==> src/rtl/accum_readout_controller_pkg.sv <==
// rtl/accum_readout_controller_pkg.sv - shared encodings and tile geometry for the readout controller
//
// Purpose: job-mode encodings (shared with the accumulation controller), tile
// geometry constants and the readout FSM state encoding.
package accum_readout_controller_pkg;

  localparam logic [1:0] CONV_MODE = 2'b00;
  localparam logic [1:0] FC_MODE   = 2'b01;

  localparam int TILE_ROW_W = 14;
  localparam int TILE_PIX   = TILE_ROW_W * TILE_ROW_W;  // 196
  localparam int POOL_W     = TILE_ROW_W / 2;           // 7
  localparam int POOL_PIX   = POOL_W * POOL_W;          // 49

  typedef enum logic [2:0] {
    ST_IDLE  = 3'd0,
    ST_ROW_A = 3'd1,
    ST_ROW_B = 3'd2,
    ST_FC_RD = 3'd3,
    ST_DRAIN = 3'd4
  } state_t;

endpackage

==> src/rtl/accum_readout_controller_relu_requant.sv <==
// rtl/accum_readout_controller_relu_requant.sv - combinational ReLU, arithmetic shift and saturation
//
// Purpose: maps one signed accumulator word to a non-negative activation.
// Ports:
//   acc  in   ACC_W  signed accumulator value
//   act  out  OUT_W  activation: 0 if acc < 0, else min(acc >>> SHIFT, 2^(OUT_W-1)-1)
module accum_readout_controller_relu_requant #(
  parameter int ACC_W = 32,
  parameter int OUT_W = 16,
  parameter int SHIFT = 8
) (
  input  logic [ACC_W-1:0] acc,
  output logic [OUT_W-1:0] act
);

  localparam logic [ACC_W-1:0] SAT_MAX = ACC_W'((64'd1 << (OUT_W - 1)) - 64'd1);

  logic [ACC_W-1:0] shifted;

  assign shifted = $signed(acc) >>> SHIFT;

  always_comb begin
    if (acc[ACC_W-1]) begin
      act = '0;
    end else if (shifted > SAT_MAX) begin
      act = SAT_MAX[OUT_W-1:0];
    end else begin
      act = shifted[OUT_W-1:0];
    end
  end

endmodule

==> src/rtl/accum_readout_controller.sv <==
// rtl/accum_readout_controller.sv - drains the partial-sum register file into an activation stream
//
// Purpose: each relu_activate request releases one row pair (CONV) or one
// scalar (FC); pixels go through ReLU/requant, optional 2x2 max-pool, and a
// valid/ready output register backed by a 1-entry skid.
// Ports:
//   clk, rst             clock, asynchronous active-high reset
//   conv_or_fc, pool_en  job mode, sampled at job start
//   relu_activate        one-cycle job request
//   rd_en, rd_idx        register-file read strobe and pixel index
//   rd_data              register-file data, valid one cycle after rd_en
//   out_valid, out_ready output handshake
//   out_data, out_idx    activation and its index within the tile
//   tile_done            pulse after the last output of a tile or FC job
//   busy                 job active or request pending
//   overrun_err          sticky request-queue overflow
module accum_readout_controller
  import accum_readout_controller_pkg::*;
#(
  parameter int ACC_W = 32,
  parameter int OUT_W = 16,
  parameter int SHIFT = 8,
  parameter int ROW_W = TILE_ROW_W
) (
  input  logic             clk,
  input  logic             rst,
  input  logic [1:0]       conv_or_fc,
  input  logic             pool_en,
  input  logic             relu_activate,
  output logic             rd_en,
  output logic [7:0]       rd_idx,
  input  logic [ACC_W-1:0] rd_data,
  output logic             out_valid,
  input  logic             out_ready,
  output logic [OUT_W-1:0] out_data,
  output logic [7:0]       out_idx,
  output logic             tile_done,
  output logic             busy,
  output logic             overrun_err
);

  localparam int               COL_W     = $clog2(ROW_W);
  localparam logic [COL_W-1:0] COL_LAST  = COL_W'(ROW_W - 1);
  localparam logic [2:0]       PAIR_LAST = 3'(POOL_PIX / POOL_W - 1);

  state_t           state;
  logic [1:0]       pending;
  logic             fc_q;
  logic             pool_q;
  logic [COL_W-1:0] col_cnt;
  logic [2:0]       pair_cnt;

  // Stage 1: metadata of the read whose data is on rd_data this cycle.
  logic             s1_valid;
  logic             s1_rowb;
  logic [COL_W-1:0] s1_col;
  logic [7:0]       s1_idx;

  logic [OUT_W-1:0] held_max;
  logic [OUT_W-1:0] pool_buf [POOL_W];

  logic             skid_valid;
  logic [OUT_W-1:0] skid_data;
  logic [7:0]       skid_idx;

  logic             reading;
  logic             out_free;
  logic             start;
  logic             drain_done;
  logic [OUT_W-1:0] q;
  logic [OUT_W-1:0] pair_max;
  logic [OUT_W-1:0] buf_val;
  logic [OUT_W-1:0] pool_out;
  logic             emit_now;
  logic [OUT_W-1:0] emit_data;
  logic [7:0]       emit_idx;

  accum_readout_controller_relu_requant #(
    .ACC_W(ACC_W),
    .OUT_W(OUT_W),
    .SHIFT(SHIFT)
  ) u_requant (
    .acc(rd_data),
    .act(q)
  );

  assign reading  = (state == ST_ROW_A) || (state == ST_ROW_B) || (state == ST_FC_RD);
  assign out_free = !out_valid || out_ready;
  // Gated combinationally so a read is never launched into a blocked output:
  // whatever is in flight then always fits into the output register or skid.
  assign rd_en    = reading && out_free && !skid_valid;
  assign rd_idx   = (reading && !fc_q)
                    ? 8'({pair_cnt, state == ST_ROW_B}) * 8'(ROW_W) + 8'(col_cnt)
                    : 8'd0;
  assign busy     = (state != ST_IDLE) || (pending != 2'd0);

  assign start      = (state == ST_IDLE) && (pending != 2'd0);
  assign drain_done = (state == ST_DRAIN) && !s1_valid && !skid_valid && !out_valid;

  assign pair_max  = (held_max > q) ? held_max : q;
  assign buf_val   = pool_buf[s1_col[COL_W-1:1]];
  assign pool_out  = (pair_max > buf_val) ? pair_max : buf_val;
  // Pooled jobs emit only on the odd column of the second row.
  assign emit_now  = s1_valid && (!pool_q || (s1_rowb && s1_col[0]));
  assign emit_data = pool_q ? pool_out : q;
  assign emit_idx  = pool_q ? 8'(pair_cnt) * 8'(POOL_W) + 8'(s1_col[COL_W-1:1]) : s1_idx;

  always_ff @(posedge clk or posedge rst) begin
    if (rst) begin
      state       <= ST_IDLE;
      pending     <= 2'd0;
      fc_q        <= 1'b0;
      pool_q      <= 1'b0;
      col_cnt     <= '0;
      pair_cnt    <= 3'd0;
      s1_valid    <= 1'b0;
      s1_rowb     <= 1'b0;
      s1_col      <= '0;
      s1_idx      <= 8'd0;
      held_max    <= '0;
      for (int i = 0; i < POOL_W; i++) pool_buf[i] <= '0;
      skid_valid  <= 1'b0;
      skid_data   <= '0;
      skid_idx    <= 8'd0;
      out_valid   <= 1'b0;
      out_data    <= '0;
      out_idx     <= 8'd0;
      tile_done   <= 1'b0;
      overrun_err <= 1'b0;
    end else begin
      tile_done <= 1'b0;

      // A pulse in the same cycle as a job start nets out against it.
      if (relu_activate && !start && (pending == 2'd2)) begin
        overrun_err <= 1'b1;
      end else begin
        pending <= pending + {1'b0, relu_activate} - {1'b0, start};
      end

      case (state)
        ST_IDLE: begin
          if (start) begin
            fc_q    <= (conv_or_fc == FC_MODE);
            pool_q  <= pool_en && (conv_or_fc == CONV_MODE);
            col_cnt <= '0;
            state   <= (conv_or_fc == FC_MODE) ? ST_FC_RD : ST_ROW_A;
          end
        end
        ST_ROW_A, ST_ROW_B: begin
          if (rd_en) begin
            if (col_cnt == COL_LAST) begin
              col_cnt <= '0;
              state   <= (state == ST_ROW_A) ? ST_ROW_B : ST_DRAIN;
            end else begin
              col_cnt <= col_cnt + 1'b1;
            end
          end
        end
        ST_FC_RD: begin
          if (rd_en) state <= ST_DRAIN;
        end
        ST_DRAIN: begin
          if (drain_done) begin
            state <= ST_IDLE;
            if (fc_q) begin
              tile_done <= 1'b1;
            end else if (pair_cnt == PAIR_LAST) begin
              pair_cnt  <= 3'd0;
              tile_done <= 1'b1;
            end else begin
              pair_cnt <= pair_cnt + 3'd1;
            end
          end
        end
        default: state <= ST_IDLE;
      endcase

      s1_valid <= rd_en;
      if (rd_en) begin
        s1_rowb <= (state == ST_ROW_B);
        s1_col  <= col_cnt;
        s1_idx  <= rd_idx;
      end

      if (s1_valid && pool_q) begin
        if (!s1_col[0]) begin
          held_max <= q;
        end else if (!s1_rowb) begin
          pool_buf[s1_col[COL_W-1:1]] <= pair_max;
        end
      end

      // The skid always drains first so output order is preserved.
      if (out_free) begin
        if (skid_valid) begin
          out_valid  <= 1'b1;
          out_data   <= skid_data;
          out_idx    <= skid_idx;
          skid_valid <= emit_now;
          skid_data  <= emit_data;
          skid_idx   <= emit_idx;
        end else if (emit_now) begin
          out_valid <= 1'b1;
          out_data  <= emit_data;
          out_idx   <= emit_idx;
        end else begin
          out_valid <= 1'b0;
        end
      end else if (emit_now) begin
        skid_valid <= 1'b1;
        skid_data  <= emit_data;
        skid_idx   <= emit_idx;
      end
    end
  end

endmodule

==> config.mk <==
export PLATFORM = sky130hd
export DESIGN_NAME = accum_readout_controller
export DESIGN_NICKNAME = d
export VERILOG_FILES = /design/src/rtl/accum_readout_controller_pkg.sv /design/src/rtl/accum_readout_controller_relu_requant.sv /design/src/rtl/accum_readout_controller.sv
export SDC_FILE = /design/constraint.sdc
export NUM_CORES = 1
export LEC_CHECK = 0
export ABC_AREA = 1
export CAP_MARGIN = 20
export CELL_PAD_IN_SITES_DETAIL_PLACEMENT = 0
export CELL_PAD_IN_SITES_GLOBAL_PLACEMENT = 2
export CORE_ASPECT_RATIO = 2
export CORE_MARGIN = 1
export CORE_UTILIZATION = 36
export CTS_BUF_LIST = sky130_fd_sc_hd__clkbuf_4
export DETAILED_ROUTE_END_ITERATION = 6
export GPL_ROUTABILITY_DRIVEN = 0
export GPL_TIMING_DRIVEN = 0
export PLACE_DENSITY = 0.9
export SLEW_MARGIN = 15
export SYNTH_ARGS = -nofsm -noshare
export SYNTH_HDL_FRONTEND = slang
export SYNTH_SLANG_ARGS = --single-unit
==> constraint.sdc <==
create_clock -name clk -period 8.1 [get_ports clk]
set_input_delay 1.62 -clock clk [delete_from_list [all_inputs] [get_ports clk]]
set_output_delay 1.62 -clock clk [all_outputs]
set_load 0.02 [all_outputs]
Word level (Yosys, flattened, before mapping)
Cells that the tools add are included.
Operators by class
  magnitude comparators: 5
  $mul: 2
  equal/unequal tests: 14
  muxes and demuxes: 43
  reduce and logical (&&, ||, !) cells: 41
  add/sub/neg operators: 6
  bitwise operators: 4
Operators by type and width (count)
  $mux W16: 12
  $bwmux W112: 1
  $bmux W16 S3: 1
  $demux W16 S3: 1
  $mux W8: 6
  $gt A16 B16 Y1: 2
  $gt A32 B15 Y1 const B: 1
  $mux W3: 7
  $logic_and A1 B1 Y1: 14
  $mux W4: 3
  $ne A2 B2 Y1 const B: 6
  $pmux W3 S4: 1
  $mux W1: 9
  $reduce_and A3 Y1: 3
  $add A8 B4 Y8: 1
  $pmux W4 S2: 1
  $reduce_and A2 Y1: 4
  $reduce_bool A2 Y1: 4
  $add A6 B3 Y7: 1
  $mul A4 B3 Y7 const B: 1
  $eq A3 B2 Y1 const B: 2
  $eq A3 B3 Y1 const B: 2
  $logic_not A1 Y1: 6
  $mul A3 B3 Y6 const B: 1
  other kinds (19): 25
Word-level totals
  output and inout bits: 37
  bits of input ports: 39
  logic and storage cells: 141
  register bits: 208

Longest topological paths before layout
Gate-level depths: netlist (run 1).
  word-level depth: 10
  mapped depth: 36
  gate-level depth less buffers: 34

Modules after synthesis
From an unflattened synthesis (run 1), not the netlist that was laid out.
Second synthesis, totals
  cell total of the unflattened synthesis: 1486
  area, all modules: 11364.6 um^2
Modules (own cells, without submodules)
  accum_readout_controller: times used 1, seq. area each 5205.0 um^2, area each 10961.8 um^2, cells an instance 1414
  accum_readout_controller_relu_requant: times used 1, seq. area each 0.0 um^2, area each 402.9 um^2, cells an instance 72

Worst setup path before layout (run 1)
OpenSTA, ideal clock, no wires.
  kind: input-to-reg
  start: input rd_data[30]
  end: register out_data[8]
  cell stages on the path: 27
  data arrival time: 4.826 ns
  library setup time: 0.116 ns
  data required time: 7.984 ns
  path slack: 3.158 ns
  path buffers: 3
  cells stage by stage: nor3_1 -> nand4_1 -> buf_2 -> o21ai_1 -> ha_1 -> a21oi_1 -> o21ai_0 -> a21oi_1 -> nand2_2 -> buf_2 -> nand3_1 -> nand2_1 -> ha_1 -> nand2_1 -> nor2_1 -> nand2_1 -> nand2_1 -> nand2_1 -> nand2_1 -> nand2_1 -> inv_1 -> buf_4 -> nand3_1 -> nand2_1 -> nand3_1 -> nand2_1 -> nand2_1
Between the ends
  longest elaborated chain between the ends: 10
Ends and longest elaborated chain
  from (decl): RTL line accum_readout_controller.sv:32  | input logic [ACC_W-1:0] rd_data,
  $gt A32 B15 Y1 (*): RTL line accum_readout_controller_relu_requant.sv:25  | end else if (shifted > SAT_MAX) begin
  $mux W16 (*): RTL line accum_readout_controller_relu_requant.sv:25
  $mux W16 (*): RTL line accum_readout_controller_relu_requant.sv:23  | if (acc[ACC_W-1]) begin
  $gt A16 B16 Y1: RTL line accum_readout_controller.sv:100  | assign pair_max = (held_max > q) ? held_max : q;
  $mux W16 (*): RTL line accum_readout_controller.sv:100
  named net pair_max[7]: RTL line accum_readout_controller.sv:71  | logic [OUT_W-1:0] pair_max;
  $gt A16 B16 Y1 (*): RTL line accum_readout_controller.sv:102  | assign pool_out = (pair_max > buf_val) ? pair_max : buf_val;
  $mux W16 (*): RTL line accum_readout_controller.sv:102
  $mux W16 (*): RTL line accum_readout_controller.sv:105  | assign emit_data = pool_q ? pool_out : q;
  $mux W16 (*): RTL line accum_readout_controller.sv:202  | end else if (emit_now) begin
  $mux W16 (*): RTL line accum_readout_controller.sv:195  | if (skid_valid) begin
  to (signal assigned): RTL line accum_readout_controller.sv:197  | out_data <= skid_data;
  to (signal assigned): RTL line accum_readout_controller.sv:204  | out_data <= emit_data;
  to (decl): RTL line accum_readout_controller.sv:35  | output logic [OUT_W-1:0] out_data,
Mark *: on every way through the listed nets, which the timed path passes. The rest lies on a longest branch. The select of a mux whose other input is x is not followed.
A chain may end at the register's enable or synchronous reset.

Final worst setup path (run 1)
  start: input rd_data[30]
  end: register out_data[4]
Same word-level chain as after synthesis.

==> out/metrics.csv, run 1 <==
metric,value,unit
Post-Synth Adder-Cell Area,0.0720,
Ports,76,
Post-Syn Area,11200,um2
arrival time at the worst endpoint,7.10,ns
Yosys reg bits,208,
Final Hold Viols,0,
leakage power,6.37,nW
number of DRC markers in iteration 0,517,
Synth Area in Compound Gates,0.159,
Syn-to-layout area delta,16.6,%
DRT antenna net count,0,
grt total ovfl,0,
fin crit share,0.803,
number of global-route vias before repair,10600,
final WL,39.1,mm
Syn Inst Count,1435,
Max Cap Viol,0,
Die Area,31700,um2
Port Buffer Count,67,
Syn Area/Cell,7.77,um2
number of synthesized flops with an enable pin,0,
PwrDens,357,nW/um2
worst-path fanout max,10,
ys async rst share,1.00,
final routed DRC violation total,0,
Synth Warn #,0,
Layout Skew,0.0446,ns
Clock Sinks,208,
fin nets,1654,
HPWL Detailed,30.3,mm
Clock Root Buffer,clkbuf_4,
num rows,90,
Hold Buf Count CTS,0,
CP Data Required Time,8.70,ns
final setup fails,0,
crit start category,input port,
DR vias,10200,
Placeable Area,30300,um2
largest net degree at the start of global routing,95,
clock-pin slew on the worst setup and hold paths,0.07,ns
CTS H-tree depth,2,
largest family of logic cells by synthesized area,simple AND/OR/NAND/NOR gates,
final worst setup slack,1.60,ns
mux cell area share after synthesis,0,
CP dominant cell by count,nand2_1,
Synth Flop Type,dfrtp_1,
CTS Buffer Depth,3,
outcome,finished clean,
Total GRT Usage,0.256,
fraction of synthesized cell area in xor and xnor cells,0.00314,
RSZ-0062 raised after global routing,false,
achievable frequency,154,MHz
Worst Tran Pin Value,0.905,ns
die width,126,um
share of cells above drive strength 1,0.0817,
Post-CTS Setup Inserts,0,
Hold/Removal Path Class,reg2reg,
sequential share of the synthesized area,0.467,
Worst slew margin,0.396,
worst-case vdd ir drop,0.177,mV
Die H,251,um
simple-gate share of the synthesized area,0.228,
total design power,4.64,mW
Hold WS,0.464,ns
global-route wire length before repair,60.0,mm
fin. max-slew vios,0,
per-cell routed wire length,19.9,um
CP max stage cell,o21ai_1,
Worst-Skew Late Latency,0.72,ns
Synth cell types,41,
TritonCTS Buffers,49,
routed vias/inst,5.23,
Place WS,0.928,ns
Resize count post-CTS,0,
Setup crit end kind,register,
Initial Util,0.368,
"Buf+Inv Stages, Crit Path",6,
Tmin final,6.50,ns
initial antenna violation count,1,
Syn Nets,1534,
first-pass iteration count of the detailed router,7,
CTS tree,built,
Worst path max stage delay,0.52,ns
WS Path Type,in2reg,
"delay-heaviest family, CP",simple AND/OR/NAND/NOR gates,
## state kept, by name (all words and copies together), names as in the netlist
| name | cells |
|---|---|
| out_valid | 1 |
| tile_done | 1 |
| pool_q | 1 |
| fc_q | 1 |
| held_max | 16 |
| skid_valid | 1 |
| overrun_err | 1 |
| pool_buf | 112 |
| pending | 2 |
| out_idx | 8 |
| out_data | 16 |
| s1_col | 4 |
| skid_data | 16 |
| pair_cnt | 3 |
| state | 3 |
| s1_valid | 1 |
| col_cnt | 4 |
| skid_idx | 8 |
| s1_rowb | 1 |
| s1_idx | 8 |
## power breakdown
part | switching, mW | total, mW | internal [mW]
Sequential | 0.205 | 1.54 | 1.34
Combinational | 1.44 | 2.19 | 0.752
Clock | 0.438 | 0.904 | 0.466
Total | 2.08 | 4.64 | 2.56
## tightest hold or removal path, cell delays in order, from the launching register on
cell and delay [ns]:
dfrtp_1 0.34, inv_1 0.04, nand2_1 0.05
## final cells by class
class                      count  area (um2)
antenna                        1        2.50
buffer                        66         280
clock buffer                  78         586
clock inverter                10        65.1
fill                        3230       17300
inverter                     136         518
multi-input combinational   1025        5160
sequential                   208        5200
tap                          368         460
timing repair buffer          69         726
## metal layers
layer | up-vias | global-route usage | wire, um
met4 | 0 | 0.216 | 3550
met3 | 141 | 0.0328 | 1210
met5 | - | 0 | 0
met1 | 4923 | 0.224 | 12500
li1 | 4954 | - | -
met2 | 231 | 0.502 | 21800
## Yosys cell counts, types with 4 or more instances
master,instances,share of area
o211ai_1,16,0.011
clkbuf_1,44,0.015
nand3_1,63,0.028
nor2_1,127,0.043
nand2_1,413,0.14
inv_2,16,0.0054
buf_2,17,0.0076
a21oi_1,53,0.024
inv_1,120,0.040
a21o_1,4,0.0027
ha_1,53,0.059
o22ai_1,8,0.0045
nand4_1,8,0.0045
o21ai_0,190,0.085
nor3_1,6,0.0027
fa_1,7,0.013
a31oi_1,21,0.012
dfrtp_1,208,0.47
o21ai_1,24,0.011
## through the flow
stage                      util  area [um2]  instances  setup TNS, ns
final                     0.429       13000       1961              0
after floorplan               -       11200       1435              0
after global placement    0.405       12300       1870        -468.34
after detailed placement  0.408       12300       1872              0
after global routing      0.429       13000       1961              0
after CTS                 0.429       13000       1960              0
## cell families (layout without fill, tap and decap cells)
logic type      after synthesis  after routing
compound gates              328            328
xor+xnor                      4              4
fa+ha+maj                    60             60
buf+inv                     202            359
flops                       208            208
other cells                   1              2
simple gates                632            632
## worst paths after layout
kind                                               start                        to  slack (ns)  cells after the start
worst min register to register   overrun_err$_DFFE_PP0P_   overrun_err$_DFFE_PP0P_        0.46                      2
worst max register to register  held_max[15]$_DFFE_PP0P_   out_data[4]$_DFFE_PP0P_        3.71                     24
min in group asynchronous                            rst  skid_data[5]$_DFFE_PP0P_        1.26                      2
worst max-delay path                         rd_data[30]   out_data[4]$_DFFE_PP0P_        1.60                     29
max in group asynchronous                            rst      state[0]$_DFFE_PP0P_        6.08                      3
worst min-delay path             overrun_err$_DFFE_PP0P_   overrun_err$_DFFE_PP0P_        0.46                      2
## placed cells by master (no fill, tap or decap), types with 16 or more instances in the layout
cell / n
a21oi_1: 53
a31oi_1: 21
buf_2: 17
clkbuf_1: 44
clkbuf_4: 78
clkdlybuf4s50_1: 67
dfrtp_1: 208
ha_1: 53
inv_1: 119
inv_2: 16
nand2_1: 413
nand3_1: 63
nor2_1: 127
o211ai_1: 16
o21ai_0: 190
o21ai_1: 24
Power figures use the tool's default switching activity.
==> run 2, diff against run 1 <==
--- a/config.mk
+++ b/config.mk
@@ -11,12 +11,12 @@
 export CELL_PAD_IN_SITES_GLOBAL_PLACEMENT = 2
 export CORE_ASPECT_RATIO = 2
 export CORE_MARGIN = 1
-export CORE_UTILIZATION = 36
+export CORE_UTILIZATION = 33
 export CTS_BUF_LIST = sky130_fd_sc_hd__clkbuf_4
 export DETAILED_ROUTE_END_ITERATION = 6
 export GPL_ROUTABILITY_DRIVEN = 0
 export GPL_TIMING_DRIVEN = 0
-export PLACE_DENSITY = 0.9
+export PLACE_DENSITY = 0.88
 export SLEW_MARGIN = 15
 export SYNTH_ARGS = -nofsm -noshare
 export SYNTH_HDL_FRONTEND = slang
==> constraint.sdc (replaced) <==
create_clock -name clk -period 5.54 [get_ports clk]
set_input_delay 1.108 -clock clk [delete_from_list [all_inputs] [get_ports clk]]
set_output_delay 1.108 -clock clk [all_outputs]
set_load 0.02 [all_outputs]
==> out/metrics.csv, run 2 (synthesis gave the netlist of run 1 again) <==
metric,value,unit
outcome,finished clean,
TritonCTS Buffers,50,
Worst-Skew Late Latency,0.71,ns
critical path cell sequence,inv_1 > nand3_1 > inv_1 > fa_1 > ha_1 > ha_1 > inv_1 > o21ai_0 > nand2_1 > inv_1 > a21oi_1 > nor3b_2 > clkdlybuf4s50_1,
Setup crit end kind,output pin,
largest net degree at the start of global routing,35,
crit start category,register,
"Buf+Inv Stages, Crit Path",5,
"commonest cells after routing, fill and taps aside","nand2_1, dfrtp_1, o21ai_0",
DR vias,10200,
arrival time at the worst endpoint,4.11,ns
fin nets,1662,
Total GRT Usage,0.241,
num rows,94,
Ports,76,
PwrDens,511,nW/um2
Clock Root Buffer,clkbuf_4,
final worst setup slack,0.317,ns
Clock Sinks,208,
"commonest non-fill, non-tap cell in the layout",nand2_1,
Reg-to-Reg Start,held_max[15]$_DFFE_PP0P_,
CTS H-tree depth,2,
final setup fails,0,
worst-case vdd ir drop,0.304,mV
internal reg-to-reg setup slack,1.53,ns
fin. max-slew vios,0,
worst-path fanout max,7,
first-pass iteration count of the detailed router,5,
Final Util,0.400,
CP Data Required Time,4.43,ns
leakage power,6.41,nW
CP dominant cell by count,inv_1,
fin crit share,0.943,
RSZ-0062 raised after global routing,false,
Hold/Removal Path Class,reg2reg,
final WL,40.2,mm
number of DRC markers in iteration 0,512,
"Cell Area, Placed",12500,um2
Tmin final,5.22,ns
number of global-route vias before repair,10900,
Worst slew margin,0.429,
DRT antenna net count,0,
CTS Buffer Depth,3,
Port Buffer Count,67,
Die H,262,um
initial antenna violation count,1,
HP Start,skid_idx[7]$_DFFE_PP0P_,
per-cell routed wire length,19.8,um
grt total ovfl,0,
Max Cap Viol,0,
Worst path depth,13,
final routed DRC violation total,0,
WS Path Type,reg2out,
Syn-to-layout area delta,18.5,%
routed vias/inst,5.05,
HPWL Detailed,31.3,mm
Worst path max stage delay,0.66,ns
CTS tree,built,
max FFs per register,112,
Placeable Area,33000,um2
global-route wire length before repair,61.9,mm
Layout Skew,0.0410,ns
Place WS,-1.03,ns
Die Area,34600,um2
Worst Tran Pin Value,0.857,ns
CP max stage cell,clkdlybuf4s50_1,
CP Capture Point,rd_idx[6],
Initial Util,0.337,
final non-filler cell area,13200,um2
"delay-heaviest family, CP",buffers and inverters,
Final Hold Viols,0,
Largest Register,pool_buf,
share of cells above drive strength 1,0.0986,
R2R cell count,20,
die width,132,um
crit path from,state[2]$_DFFE_PP0P_,
clock-pin slew on the worst setup and hold paths,0.07,ns
RR Endpoint,out_data[5]$_DFFE_PP0P_,
achievable frequency,191,MHz
[run 2: cell count changes in the layout (fill, tap and decap cells not counted), sizes merged]
cell           change
clkdlybuf4s50      -1
dlymetal6s2s       +1
clkbuf             -9
bufinv             -1
clkinv             +2
clkinvlp           +2
buf                +6
[run 2: worst min-delay path by stage]
| stage | to | cells after the start |
|---|---|---|
| final | skid_idx[7]$_DFFE_PP0P_ | 2 |
| after global routing | pool_buf[66]$_DFFE_PP0P_ | 2 |
| after CTS | skid_idx[7]$_DFFE_PP0P_ | 2 |
| after detailed placement | skid_idx[7]$_DFFE_PP0P_ | 2 |
| after global placement | overrun_err$_DFFE_PP0P_ | 2 |
| after floorplan | skid_idx[0]$_DFFE_PP0P_ | 2 |
[run 2: cell type report]
type | count | area, um2
clock inverters | 13 | 55.1
diodes | 1 | 2.50
inverters | 136 | 517
fillers | 3446 | 19800
clock buffers | 68 | 510
repair buffers | 76 | 813
multi-input cells | 1025 | 5270
well taps | 432 | 541
plain buffers | 66 | 298
flip-flops and latches | 208 | 5200
[run 2: stage by stage]
| step | std cells | setup TNS, ns | hold WS (ns) | power, mW |
|---|---|---|---|---|
| after floorplan | 1435 | 0 | 0.442 | 4.29 |
| after global placement | 1934 | -44.22 | 0.449 | 5.45 |
| after detailed placement | 1940 | -24.95 | 0.460 | 5.52 |
| after CTS | 2021 | 0 | 0.478 | 6.77 |
| after global routing | 2025 | 0 | 0.494 | 7.31 |
| final | 2025 | 0 | 0.477 | 6.75 |
[run 2: tightest hold or removal path: stages (launching register included)]
cell     delay, ns
dfrtp_1       0.35
nand2_1       0.05
nand2_1       0.05
[run 2: power breakdown]
group          internal (mW)  switching [mW]  leakage [nW]
combinational           1.13            2.16          3.87
clock                  0.563           0.648         0.339
sequential              1.96           0.292          2.20
total                   3.65            3.10          6.41
[run 2: metal layers]
layer  up-vias  global-route usage  part of all wire
met5         -                   0                 0
met4         0               0.182             0.071
met3       117              0.0320             0.029
met2       250               0.495              0.58
met1      4907               0.204              0.32
li1       4962                   -                 -
[run 2: what timing repair did]
item | CTS | global route
setup endpoints to repair | 18 | 34
resized for setup | 12 | 35
buffers inserted | 0 | 2
pin swaps | 0 | 1
endpoints found under the hold margin | 0 | 0
hold buffers | 0 | 0
cloned | 0 | 1
==> run 3, diff against run 2 <==
--- a/config.mk
+++ b/config.mk
@@ -9,14 +9,13 @@
 export CAP_MARGIN = 20
 export CELL_PAD_IN_SITES_DETAIL_PLACEMENT = 0
 export CELL_PAD_IN_SITES_GLOBAL_PLACEMENT = 2
-export CORE_ASPECT_RATIO = 2
 export CORE_MARGIN = 1
 export CORE_UTILIZATION = 33
 export CTS_BUF_LIST = sky130_fd_sc_hd__clkbuf_4
 export DETAILED_ROUTE_END_ITERATION = 6
 export GPL_ROUTABILITY_DRIVEN = 0
 export GPL_TIMING_DRIVEN = 0
-export PLACE_DENSITY = 0.88
+export PLACE_DENSITY_LB_ADDON = 0.1
 export SLEW_MARGIN = 15
 export SYNTH_ARGS = -nofsm -noshare
 export SYNTH_HDL_FRONTEND = slang
==> out/metrics.csv, run 3 (synthesis gave the netlist of run 1 again) <==
metric,value,unit
max FFs per register,112,
number of DRC markers in iteration 0,618,
worst-path fanout max,7,
Initial Util,0.339,
"commonest non-fill, non-tap cell in the layout",nand2_1,
total design power,6.89,mW
grt total ovfl,0,
outcome,finished clean,
share of cells above drive strength 1,0.105,
Clock Root Buffer,clkbuf_4,
Sequential Power Share,0.324,
die width,186,um
Die Area,34500,um2
number of fill cells in the layout,3554,
fin crit share,0.925,
Port Buffer Count,67,
final routed DRC violation total,0,
final setup fails,0,
Hold/Removal Path Class,reg2reg,
net load switching power,3.02,mW
clock-pin slew on the worst setup and hold paths,0.06,ns
CP Data Required Time,4.43,ns
num rows,66,
DR vias,10100,
arrival time at the worst endpoint,4.01,ns
final WL,36.4,mm
Max Cap Viol,0,
clock share of power,0.220,
fin nets,1672,
Worst-Skew Late Latency,0.76,ns
initial antenna violation count,1,
Seq. cell area,5200,um2
P_int,3.87,mW
achievable frequency,195,MHz
area of the multi-input gates,5210,um2
PwrDens,514,nW/um2
Switching Share,0.439,
number of global-route vias before repair,10200,
Worst Tran Pin Value,0.698,ns
Die H,186,um
fin. max-slew vios,0,
CTS H-tree depth,2,
routed vias/inst,4.89,
per-cell routed wire length,17.6,um
Hold Buf Count CTS,0,
crit start category,register,
TritonCTS Buffers,60,
Total GRT Usage,0.221,
"commonest cells after routing, fill and taps aside","nand2_1, dfrtp_1, o21ai_0",
Tmin final,5.12,ns
Worst slew margin,0.533,
CTS tree,built,
largest net degree at the start of global routing,34,
first-pass iteration count of the detailed router,5,
Placeable Area,32900,um2
leakage power,6.55,nW
Layout Skew,0.0580,ns
global-route wire length before repair,57.5,mm
Clock Sinks,208,
Final Hold Viols,0,
Comb power frac,0.456,
Largest Register,pool_buf,
Final Util,0.408,
RSZ-0062 raised after global routing,false,
Syn-to-layout area delta,20.2,%
worst-case vdd ir drop,0.206,mV
CTS Buffer Depth,3,
DRT antenna net count,0,
HPWL Detailed,27.4,mm
Ports,76,
WS Path Type,reg2out,
Setup crit end kind,output pin,
[run 3: path summary, 6_finish.rpt]
path	end	slack (ns)	startpoint	cells past startpoint
setup / recovery	rd_idx[5]	0.42	state[2]$_DFFE_PP0P_	11
hold / removal	overrun_err$_DFFE_PP0P_	0.47	overrun_err$_DFFE_PP0P_	2
setup reg to reg	out_data[7]$_DFFE_PP0P_	1.57	s1_col[1]$_DFFE_PP0P_	21
hold reg to reg	overrun_err$_DFFE_PP0P_	0.47	overrun_err$_DFFE_PP0P_	2
max in group asynchronous	pool_buf[37]$_DFFE_PP0P_	3.32	rst	7
min in group asynchronous	held_max[1]$_DFFE_PP0P_	0.76	rst	2
[run 3: repair_timing]
item                                    in CTS  in global routing
gates resized for setup                      0                 28
endpoints found under the setup margin       0                 29
buffers inserted                             0                  2
endpoints found under the hold margin        0                  0
[run 3: area by class of cell]
| type | count | share of cell area |
|---|---|---|
| clock inverter | 19 | 0.00775 |
| antenna | 1 | 0.000187 |
| multi-input combinational | 1025 | 0.389 |
| clock buffer | 93 | 0.0521 |
| buffer | 66 | 0.0214 |
| inverter | 136 | 0.0384 |
| timing repair buffer | 76 | 0.0620 |
| tap | 442 | 0.0413 |
| sequential | 208 | 0.388 |
[run 3: worst max-delay path, stage by stage (launching register included)]
cell             delay, ns
dfrtp_1               0.39
inv_1                 0.17
nand3_1               0.21
inv_1                 0.18
fa_1                  0.43
ha_1                  0.24
fa_1                  0.46
xor2_1                0.18
inv_1                 0.10
o21ai_0               0.08
a21oi_1               0.21
clkdlybuf4s50_1       0.64
[run 3: stage by stage]
stage          cell area (um2)  setup TNS (ns)  hold slack (ns)  setup slack, ns  std cells
4_1_cts                  13300               0            0.476           0.0595       2063
2_1_floorplan            11200               0            0.442             1.11       1435
6_report                 13400               0            0.471            0.418       2066
3_3_place_gp             12400          -64.85            0.451           -0.698       1944
3_5_place_dp             12500          -13.37            0.459           -0.636       1951
5_1_grt                  13400               0            0.495           0.0182       2066
[run 3: power by group through the flow]
stage	Clock [mW]	Combinational [mW]	Sequential (mW)
6_report	1.51	3.14	2.24
4_1_cts	1.57	3.18	2.24
2_1_floorplan	0	1.99	2.30
3_3_place_gp	0	3.13	2.25
5_1_grt	1.65	3.62	2.29
3_5_place_dp	0	3.16	2.26
[run 3: per-layer routing]
layer  track usage  routed length, um
met3        0.0348               1750
met5             0                  0
met2         0.350              16300
met1         0.304              17400
met4        0.0767                910
